==> src/rtl/dtg_pkg.sv <==
// Shared constants for the display timing generator: default 640x480@60 timing,
// default coordinate width and the configuration range limit.
package dtg_pkg;

  localparam int DTG_CW = 16;

  localparam int DTG_DEF_H_RES  = 640;
  localparam int DTG_DEF_H_FP   = 16;
  localparam int DTG_DEF_H_SYNC = 96;
  localparam int DTG_DEF_H_BP   = 48;
  localparam int DTG_DEF_V_RES  = 480;
  localparam int DTG_DEF_V_FP   = 10;
  localparam int DTG_DEF_V_SYNC = 2;
  localparam int DTG_DEF_V_BP   = 33;
  localparam int DTG_DEF_H_POL  = 0;
  localparam int DTG_DEF_V_POL  = 0;

  // True when v fits the positive range of a signed cw-bit coordinate.
  function automatic logic dtg_in_range(input logic [31:0] v, input int cw);
    return v <= ((32'd1 << (cw - 1)) - 32'd1);
  endfunction

endpackage

==> src/rtl/dtg_axis_counter.sv <==
// One beam axis: position counter with wrap to the start value and a registered,
// polarity-corrected sync flag computed from the next-cycle position.
module dtg_axis_counter #(
  parameter int                     CW       = 16,
  parameter logic signed [CW-1:0]   RST_POS  = '0,
  parameter logic                   RST_SYNC = 1'b0
) (
  input  logic                 clk_i,
  input  logic                 rst_i,
  input  logic                 step_i,
  input  logic signed [CW-1:0] cur_end_i,
  input  logic signed [CW-1:0] nxt_sta_i,
  input  logic signed [CW-1:0] nxt_sbeg_i,
  input  logic signed [CW-1:0] nxt_send_i,
  input  logic                 nxt_pol_i,
  output logic signed [CW-1:0] pos_o,
  output logic                 wrap_o,
  output logic                 nxt_at_sta_o,
  output logic                 nxt_nneg_o,
  output logic                 sync_o
);

  localparam logic signed [CW-1:0] ONE = 1;

  logic signed [CW-1:0] pos_q, pos_d;
  logic                 sync_q, sync_d;

  assign wrap_o = (pos_q == cur_end_i);

  // Everything is evaluated against the set that is in force next cycle, so a
  // set switched in at the frame boundary already governs the first position.
  always_comb begin
    pos_d = pos_q;
    if (step_i) begin
      pos_d = wrap_o ? nxt_sta_i : pos_q + ONE;
    end
    sync_d = ((pos_d >= nxt_sbeg_i) && (pos_d <= nxt_send_i)) ? nxt_pol_i : ~nxt_pol_i;
  end

  assign nxt_at_sta_o = (pos_d == nxt_sta_i);
  assign nxt_nneg_o   = ~pos_d[CW-1];

  always_ff @(posedge clk_i) begin
    if (rst_i) begin
      pos_q  <= RST_POS;
      sync_q <= RST_SYNC;
    end else begin
      pos_q  <= pos_d;
      sync_q <= sync_d;
    end
  end

  assign pos_o  = pos_q;
  assign sync_o = sync_q;

endmodule

==> src/rtl/display_timings_gen.sv <==
// Parametrised display timing generator with a one-deep config slot applied at the
// frame boundary. Optional input checking is enabled with DTG_CFG_CHECK_EN.
module display_timings_gen
  import dtg_pkg::*;
#(
  parameter int CW         = DTG_CW,
  parameter int DEF_H_RES  = DTG_DEF_H_RES,
  parameter int DEF_H_FP   = DTG_DEF_H_FP,
  parameter int DEF_H_SYNC = DTG_DEF_H_SYNC,
  parameter int DEF_H_BP   = DTG_DEF_H_BP,
  parameter int DEF_V_RES  = DTG_DEF_V_RES,
  parameter int DEF_V_FP   = DTG_DEF_V_FP,
  parameter int DEF_V_SYNC = DTG_DEF_V_SYNC,
  parameter int DEF_V_BP   = DTG_DEF_V_BP,
  parameter int DEF_H_POL  = DTG_DEF_H_POL,
  parameter int DEF_V_POL  = DTG_DEF_V_POL
) (
  input  logic                 i_pix_clk,
  input  logic                 i_rst,
  input  logic                 i_cfg_valid,
  output logic                 o_cfg_ready,
  input  logic [CW-1:0]        i_h_res,
  input  logic [CW-1:0]        i_h_fp,
  input  logic [CW-1:0]        i_h_sync,
  input  logic [CW-1:0]        i_h_bp,
  input  logic [CW-1:0]        i_v_res,
  input  logic [CW-1:0]        i_v_fp,
  input  logic [CW-1:0]        i_v_sync,
  input  logic [CW-1:0]        i_v_bp,
  input  logic                 i_h_pol,
  input  logic                 i_v_pol,
  output logic                 o_cfg_applied,
`ifdef DTG_CFG_CHECK_EN
  output logic                 o_cfg_err,
`endif
  output logic                 o_hs,
  output logic                 o_vs,
  output logic                 o_de,
  output logic                 o_frame,
  output logic                 o_line,
  output logic signed [CW-1:0] o_sx,
  output logic signed [CW-1:0] o_sy
);

  localparam logic [CW-1:0] ONE = 1;

  typedef struct packed {
    logic signed [CW-1:0] sta;
    logic signed [CW-1:0] aend;
    logic signed [CW-1:0] sbeg;
    logic signed [CW-1:0] send;
    logic                 pol;
  } axis_set_t;

  // A zero sync width yields send = sbeg-1, an empty window.
  function automatic axis_set_t derive(input logic [CW-1:0] res, input logic [CW-1:0] fp,
                                       input logic [CW-1:0] sync, input logic [CW-1:0] bp,
                                       input logic pol);
    axis_set_t s;
    s.sta  = -$signed(fp + sync + bp);
    s.aend = $signed(res - ONE);
    s.sbeg = s.sta + $signed(fp);
    s.send = s.sbeg + $signed(sync) - $signed(ONE);
    s.pol  = pol;
    return s;
  endfunction

  localparam axis_set_t DEF_H = derive(CW'(DEF_H_RES), CW'(DEF_H_FP), CW'(DEF_H_SYNC),
                                       CW'(DEF_H_BP), 1'(DEF_H_POL));
  localparam axis_set_t DEF_V = derive(CW'(DEF_V_RES), CW'(DEF_V_FP), CW'(DEF_V_SYNC),
                                       CW'(DEF_V_BP), 1'(DEF_V_POL));

  axis_set_t act_h_q, act_v_q, pend_h_q, pend_v_q;
  axis_set_t nxt_h, nxt_v;
  logic      pend_vld_q;
  logic      applied_q, de_q, line_q, frame_q;
  logic      xfer, store, apply, eof;
  logic      h_wrap, v_wrap, h_at_sta, v_at_sta, h_nneg, v_nneg;

  assign xfer  = i_cfg_valid && !pend_vld_q;
  assign eof   = h_wrap && v_wrap;
  assign apply = eof && pend_vld_q;
  assign nxt_h = apply ? pend_h_q : act_h_q;
  assign nxt_v = apply ? pend_v_q : act_v_q;

`ifdef DTG_CFG_CHECK_EN
  logic [CW+1:0] h_sum, v_sum;
  logic          cfg_bad;
  logic          err_q;

  assign h_sum = (CW+2)'(i_h_fp) + (CW+2)'(i_h_sync) + (CW+2)'(i_h_bp);
  assign v_sum = (CW+2)'(i_v_fp) + (CW+2)'(i_v_sync) + (CW+2)'(i_v_bp);
  assign cfg_bad = (i_h_res == '0) || (i_v_res == '0) ||
                   !dtg_in_range(32'(h_sum), CW) || !dtg_in_range(32'(i_h_res), CW) ||
                   !dtg_in_range(32'(v_sum), CW) || !dtg_in_range(32'(i_v_res), CW);
  assign store = xfer && !cfg_bad;

  always_ff @(posedge i_pix_clk) begin
    if (i_rst) err_q <= 1'b0;
    else       err_q <= xfer && cfg_bad;
  end
  assign o_cfg_err = err_q;
`else
  assign store = xfer;
`endif

  // Slot, active set and handshake; store and apply are mutually exclusive.
  always_ff @(posedge i_pix_clk) begin
    if (i_rst) begin
      act_h_q    <= DEF_H;
      act_v_q    <= DEF_V;
      pend_vld_q <= 1'b0;
      applied_q  <= 1'b0;
    end else begin
      if (apply) begin
        act_h_q <= pend_h_q;
        act_v_q <= pend_v_q;
      end
      pend_vld_q <= store | (pend_vld_q & ~apply);
      applied_q  <= apply;
    end
  end

  always_ff @(posedge i_pix_clk) begin
    if (store) begin
      pend_h_q <= derive(i_h_res, i_h_fp, i_h_sync, i_h_bp, i_h_pol);
      pend_v_q <= derive(i_v_res, i_v_fp, i_v_sync, i_v_bp, i_v_pol);
    end
  end

  dtg_axis_counter #(.CW(CW), .RST_POS(DEF_H.sta), .RST_SYNC(~DEF_H.pol)) u_h (
    .clk_i        (i_pix_clk),
    .rst_i        (i_rst),
    .step_i       (1'b1),
    .cur_end_i    (act_h_q.aend),
    .nxt_sta_i    (nxt_h.sta),
    .nxt_sbeg_i   (nxt_h.sbeg),
    .nxt_send_i   (nxt_h.send),
    .nxt_pol_i    (nxt_h.pol),
    .pos_o        (o_sx),
    .wrap_o       (h_wrap),
    .nxt_at_sta_o (h_at_sta),
    .nxt_nneg_o   (h_nneg),
    .sync_o       (o_hs)
  );

  dtg_axis_counter #(.CW(CW), .RST_POS(DEF_V.sta), .RST_SYNC(~DEF_V.pol)) u_v (
    .clk_i        (i_pix_clk),
    .rst_i        (i_rst),
    .step_i       (h_wrap),
    .cur_end_i    (act_v_q.aend),
    .nxt_sta_i    (nxt_v.sta),
    .nxt_sbeg_i   (nxt_v.sbeg),
    .nxt_send_i   (nxt_v.send),
    .nxt_pol_i    (nxt_v.pol),
    .pos_o        (o_sy),
    .wrap_o       (v_wrap),
    .nxt_at_sta_o (v_at_sta),
    .nxt_nneg_o   (v_nneg),
    .sync_o       (o_vs)
  );

  // Strobes registered from next-state coordinates to line up with o_sx/o_sy.
  always_ff @(posedge i_pix_clk) begin
    if (i_rst) begin
      de_q    <= 1'b0;
      line_q  <= 1'b1;
      frame_q <= 1'b1;
    end else begin
      de_q    <= h_nneg && v_nneg;
      line_q  <= h_at_sta;
      frame_q <= h_at_sta && v_at_sta;
    end
  end

  assign o_de          = de_q;
  assign o_line        = line_q;
  assign o_frame       = frame_q;
  assign o_cfg_applied = applied_q;
  assign o_cfg_ready   = ~pend_vld_q;

endmodule
==> config.mk <==
export PLATFORM = sky130hd
export DESIGN_NAME = display_timings_gen
export DESIGN_NICKNAME = d
export VERILOG_FILES = /design/src/rtl/dtg_pkg.sv /design/src/rtl/dtg_axis_counter.sv /design/src/rtl/display_timings_gen.sv
export SDC_FILE = /design/constraint.sdc
export NUM_CORES = 1
export LEC_CHECK = 0
export ABC_CLOCK_PERIOD_IN_PS = 9200
export CAP_MARGIN = 15
export CORE_MARGIN = 4
export CORE_UTILIZATION = 40
export DETAILED_ROUTE_END_ITERATION = 7
export PLACE_DENSITY_LB_ADDON = 0.05
export SYNTH_ARGS = -nofsm -noshare
export SYNTH_HDL_FRONTEND = slang
export SYNTH_SLANG_ARGS = --single-unit
==> constraint.sdc <==
create_clock -name i_pix_clk -period 9.2 [get_ports i_pix_clk]
set_input_delay 1.38 -clock i_pix_clk [delete_from_list [all_inputs] [get_ports i_pix_clk]]
set_output_delay 1.38 -clock i_pix_clk [all_outputs]
set_load 0.02 [all_outputs]
==> results.py <==
metrics = {
    "routing": {
        "drc": 0,
        "dr.first_iter.drc_count": 659,
        "postRouteAntennaNets": 0,
        "wl_per_cell_microns": 16.8,
        "vias_per_cell": 4.99,
        "firstDrtPassIters": 5,
        "wirelength_mm": 48.7,
        "via_count": 14452,
    },
    "synthesis": {
        "yosys.area.top_type_share": 0.197,
        "synth_edf_count": 130,
        "yosys_warnings": 0,
        "async_flop_share": 0,
        "synth_largest_area_cell": "edfxtp_1",
        "synth_cells": 2053,
        "synth.cell_area_sq_um": 19800,
        "synth-main-ff-cell": "dfxtp_1",
        "yosys-top-cells-area": "edfxtp_1, dfxtp_1, ha_1, mux2i_1, inv_1",
        "ys_types": 79,
        "ys_seq_area_frac": 0.368,
        "synth.avg_cell_area_sq_um": 9.64,
        "ys_seq_elements": 299,
        "syn_nets": 2439,
    },
    "clocking": {
        "cts_made_buffers": 36,
        "cts_tree": "built",
        "cts.reportedPaths.clkPinSlew_ns": 0.06,
        "ctsHoldBuffers": 0,
        "htreeDepth": 2,
        "clock_sinks": 299,
        "cts-root-buf": "clkbuf_16",
        "ctsLongestPathBuffers": 3,
        "clk_latency_ns": 0.54,
        "cts_resized": 0,
        "cts_setup_buffers": 0,
    },
    "sta": {
        "clock-skew-final_ns": 0.0160,
        "min_period_over_period": 0.780,
        "rsz0062_at_grt": "no",
        "fin_tns_setup_ns": 0,
        "max_clock_freq_mhz": 139,
        "slew_headroom": 0.287,
        "drv_slew": 0,
        "finalSetupViolCount": 0,
        "whs_ns": 0.461,
        "worst_pin_slew_ns": 1.07,
        "period_minus_slack_ns": 7.18,
        "hold_viol_final": 0,
    },
    "final_layout": {
        "multiInputGateArea_sq_um": 11400,
        "seq_area_sq_um": 7290,
        "n_fill_cell": 4671,
        "drive_gt1_frac": 0.0506,
        "design_area_sq_um": 23400,
        "final_cell_mix": "inv_1, ha_1, clkdlybuf4s50_1, dfxtp_1, nand2_1",
        "n_antenna_cell": 0,
        "final_util": 0.477,
        "area_growth_pct": 18.1,
        "nets": 2593,
        "layout_commonest_cell": "inv_1",
    },
    "worst_setup_path": {
        "r2r_end": "u_v.sync_o",
        "critical_path_class": "primary input to flop",
        "critPathMaxFanout": 6,
        "end_kind": "flop",
        "critPathArrivalTime_ns": 7.44,
        "max_stage_delay_ns": 0.58,
        "r2r-start": "u_v.pos_o[5]",
        "crit_top_cell": "ha_1",
        "cp_slowest_cell": "or4_1",
        "rr_worst_depth": 17,
        "reg2reg_slack_ns": 3.03,
        "critPathRequiredTime_ns": 9.47,
        "startpoint_type": "primary input",
    },
    "run_status": {
        "status": "finished, final reports clean",
    },
    "global_route": {
        "grt_overflow_total": 0,
        "first_global_vias": 14617,
        "antenna_found_initial": 2,
        "grt_pass1_wl_mm": 79.2,
        "grt_max_degree": 86,
        "grt.total_usage": 0.185,
    },
    "placement": {
        "io_buffers": 171,
        "place_area_sq_um": 22200,
        "dp_hpwl_mm": 37.3,
        "gp_congestion": 0.824,
    },
    "min_path": {
        "worstHoldEndpoint": "act_v_q[1]",
        "hold_path_depth": 2,
        "hold_class": "flop to flop",
        "hp-start": "act_v_q[1]",
    },
    "power": {
        "ir_drop_uv": 162,
        "p_leak_nw": 10.6,
        "power_density_nw_per_um2": 290,
    },
    "floorplan": {
        "die_h_microns": 230,
        "die_w_microns": 230,
        "core_area_sq_um": 49000,
        "initial_core_util": 0.404,
        "die_area_sq_um": 53100,
        "design.portCount": 172,
        "placementRows": 81,
    },
    "job": {
        "cap_violations": 0,
    },
}
critical path, delay by kind of cell:
family                     cells  cell delay [ns]
buffers and inverters          5             0.65
muxes                          1             0.16
AOI/OAI and AO/OA              8             1.76
adders and majority gates      7             2.18
xor gates and xnor gates       1             0.23
and+or+nand+nor                3             1.07
layer usage:
metal  vias to the layer above  track usage  wire [microns]
li1                       7417            -               -
met1                      6711        0.288           26400
met2                       259        0.268           19500
met3                        65       0.0292            1830
met4                         0       0.0405             950
met5                         -            0               0
worst max path at each step:
stage / from / endpoint / depth (start not counted)
5_1_grt: i_h_sync[1] / pend_h_q[16] / 25
3_5_place_dp: i_h_fp[2] / pend_h_q[16] / 26
2_1_floorplan: i_cfg_valid / pend_h_q[0] / 1
6_report: i_h_sync[1] / pend_h_q[16] / 25
3_3_place_gp: i_h_fp[2] / pend_h_q[16] / 26
4_1_cts: i_h_fp[2] / pend_h_q[16] / 26
cells in the mapped netlist (4+ instances only):
master,number
mux2i_1,103
o41ai_1,7
nor4_1,18
a31oi_1,7
nand4_1,28
or4_1,5
o21a_1,15
a211oi_1,5
and2_1,5
buf_2,17
a21oi_1,95
mux2_2,4
o211ai_1,9
or2_2,35
or3_1,13
and3_1,25
ha_1,219
nor2_1,103
o31ai_1,6
fa_1,34
inv_1,228
nor3_1,44
nand3_1,36
buf_1,6
nor2b_1,35
nand2b_1,82
a2111oi_0,4
nand3b_1,29
dfxtp_1,169
o21bai_1,6
nand2_1,161
o21ai_0,39
xor2_1,93
clkbuf_1,41
a21boi_0,4
a211o_1,9
o2111ai_1,6
a221oi_1,4
xnor2_1,87
and4_1,7
edfxtp_1,130
a21o_1,22
power breakdown:
part / switching, W / internal [W]
combinational: 0.00181 / 0.00155
sequential: 0.000107 / 0.00184
clock: 0.000562 / 0.000908
per-stage QoR:
step	setup slack, ns	cells	power (W)
final	2.02	2897	0.00677
after floorplan	1.55	2053	0.00457
after global placement	1.59	2833	0.00526
after CTS	2.07	2897	0.00683
after global routing	1.63	2897	0.00739
after detailed placement	1.51	2833	0.00532
sequential cells by signal, indices dropped and copies added (netlist names):
signal         count
act_v_q           65
o_de               1
o_frame            1
o_line             1
pend_vld_q         1
act_h_q           65
u_v.pos_o         16
pend_h_q          65
o_cfg_applied      1
u_v.sync_o         1
pend_v_q          65
u_h.sync_o         1
u_h.pos_o         16
logic make-up after synthesis:
family                     Yosys count  synth area share
AOI/OAI and AO/OA                  277            0.0931
xor gates and xnor gates           186            0.0863
adders and majority gates          253             0.173
buffers and inverters              292            0.0565
DFF                                299             0.368
muxes                              107            0.0544
and+or+nand+nor                    639             0.169
area by class of cell:
cell class / count / share of cell area
clock buffer: 48 / 0.0431
clock inverter: 16 / 0.00867
inverter: 228 / 0.0366
multi-input combinational: 1462 / 0.488
sequential: 299 / 0.312
tap: 664 / 0.0355
timing repair buffer: 180 / 0.0760
No activity file was read; power rests on OpenSTA's default activity.
==> RTL edit (same flow settings) <==
Add an input register stage for `i_cfg_valid`, without a reset; this delays it by one clock. The other inputs are not delayed to match.
--- a/src/rtl/display_timings_gen.sv
+++ b/src/rtl/display_timings_gen.sv
@@ -54,2 +54,8 @@
 
+  logic i_cfg_valid_q;
+
+  always_ff @(posedge i_pix_clk) begin
+    i_cfg_valid_q <= i_cfg_valid;
+  end
+
   // A zero sync width yields send = sbeg-1, an empty window.
@@ -79,3 +85,3 @@
 
-  assign xfer  = i_cfg_valid && !pend_vld_q;
+  assign xfer  = i_cfg_valid_q && !pend_vld_q;
   assign eof   = h_wrap && v_wrap;
Behaviour: not the same (a bounded check fails within 4 cycles, from zero or initial values and one cycle with i_rst high).
==> RTL edit against the unedited design <==
Global-route usage is 0.21 points higher; cell area is 0.11% lower; critical path depth grew 3; routed wire length is 1.1% higher; first-iteration DRC count grew 23%; clock skew is 0.0026 ns lower; area after synthesis up 0.10%; sequential cell count is 1 higher; power is 0.67% lower; setup slack got worse by 0.059 ns; critical path type unchanged; critical endpoint unchanged; largest cell class unchanged.
==> RTL edit: results (changes against the unedited design) <==
[outcome]
status=finished clean

[global_routing]
antenna_found_initial=2  ; unchanged
gr-usage-met1_pct=29.1  ; +0.29 points
grt_use_met2_pct=27.1  ; +0.30 points
grt_pass1_wl_mm=80.1  ; +1.1%
grt_use_met3_pct=2.32  ; -0.60 points
grt_max_degree=86  ; unchanged
grt_usage_pct=18.7  ; +0.21 points

[route]
via_per_inst=5.04  ; +1.0%
ant_nets=0  ; unchanged
drt-initial-drc-count=810  ; +23%
via_count=14600  ; +1.1%
drt-wirelength-per-cell_um=17.0  ; +1.0%
firstDrtPassIters=6  ; +1

[logic_synthesis]
synth_area_leaders=edfxtp_1, dfxtp_1, ha_1
synthFlopType=dfxtp_1
synth.area.mux_share_pct=5.43  ; -0.0055 points
syn_nets=2440  ; +0.041%
postSynthCellCount=2054  ; +0.049%
synth_xor_xnor_area_share_pct=8.62  ; -0.0087 points
synthAdderAreaFrac_pct=17.3  ; -0.017 points
yosysSeqAreaShare_pct=36.9  ; +0.064 points
ys_top_cells_by_count=inv_1, ha_1, dfxtp_1, nand2_1, edfxtp_1

[layout]
fillers=4672  ; +0.021%
nets=2594  ; +0.039%
drive_gt1_share_pct=5.14  ; +0.083 points

[placement]
numPortBuffers=171  ; unchanged
gp_congestion=0.835  ; +1.4%
placed_cells=2834  ; +0.035%
hpwl_mm=37.4  ; +0.44%

[clock_network]
clock-root-buffer=clkbuf_16

[worst_setup_path]
crit_slowest_cell=fa_1
crit_start=i_h_sync[1]
slowest_delay_ns=0.53  ; -0.05 ns
r2r_cells=16  ; -1
cp.arrival_ns=7.52  ; +0.08 ns
crit_fanout=4  ; -2
r2r_start=u_v.pos_o[5]

[timing]
tightest_slew_ns=1.04  ; -0.0232 ns
clock_skew_ns=0.0134  ; -0.00262 ns

[min_path]
hold_class=flip-flop to flip-flop
hold_depth=2  ; unchanged

[power_and_ir_drop]
leakagePower_nw=10.6  ; -0.12%
vdd_ir_drop_max_v=0.000196  ; +21%
p_sw_mw=2.51  ; +1.2%

[RTL edit: routing by layer]
layer / share of wire, % / wire length, um / vias up
li1: - / - / 7428
met1: 53 / 26200 / 6840
met2: 41 / 20000 / 286
met3: 3.9 / 1920 / 63
met4: 2.3 / 1110 / 0
met5: 0 / 0 / -
[RTL edit: logic make-up (layout without fill, tap and decap cells)]
| family | count (synthesis) | after routing |
|---|---|---|
| simple gates | 639 | 639 |
| buf+inv | 292 | 474 |
| flops | 300 | 300 |
| fa+ha+maj | 253 | 253 |
| xor+xnor | 186 | 186 |
| compound gates | 277 | 277 |
| mux | 107 | 107 |
[RTL edit: path summary, 6_finish.rpt]
check	to	slack, ns
max	pend_h_q[16]	1.96
min	act_v_q[1]	0.46
max reg2reg	u_v.sync_o	3.38
min reg2reg	act_v_q[1]	0.46
[RTL edit: stage by stage]
| stage | setup slack [ns] | utilization (%) | hold WS, ns | total power [mW] | instance area (um2) |
|---|---|---|---|---|---|
| 2_1_floorplan | 2.10 | - | 0.433 | 4.57 | 19800 |
| 3_3_place_gp | 1.57 | 45.3 | 0.448 | 5.27 | 22200 |
| 5_1_grt | 1.58 | 47.7 | 0.485 | 7.34 | 23300 |
| 4_1_cts | 2.12 | 47.7 | 0.469 | 6.78 | 23300 |
| 6_report | 1.96 | 47.7 | 0.462 | 6.72 | 23300 |
| 3_5_place_dp | 1.55 | 45.3 | 0.452 | 5.32 | 22200 |
[RTL edit: area by class of cell]
class	count	share of cell area, %
Inverter	228	3.67
Tap cell	664	3.56
Clock buffer	47	4.30
Timing Repair Buffer	180	7.61
Multi-Input combinational cell	1462	48.9
Sequential cell	300	31.3
Clock inverter	19	0.681
[RTL edit: power by group through the flow]
stage / Sequential, mW / Clock, mW / Combinational (mW)
after global placement: 1.97 / 0 / 3.30
after CTS: 1.94 / 1.46 / 3.38
after global routing: 1.96 / 1.51 / 3.87
after detailed placement: 1.97 / 0 / 3.35
final: 1.94 / 1.41 / 3.36
after floorplan: 1.90 / 0 / 2.67
[RTL edit: worst reg2reg max path: stages, from the launching register on]
cell      delay [ns]
dfxtp_1         0.67
xor2_1          0.13
nor4_1          0.52
and4_1          0.62
nand3_4         0.49
buf_4           0.64
mux2i_1         0.51
o21bai_1        0.23
ha_1            0.37
nand4_1         0.16
nor2_1          0.22
o31ai_1         0.10
a21oi_1         0.27
nor4_1          0.10
o32ai_1         0.40
xor2_1          0.18
nand2b_1        0.07
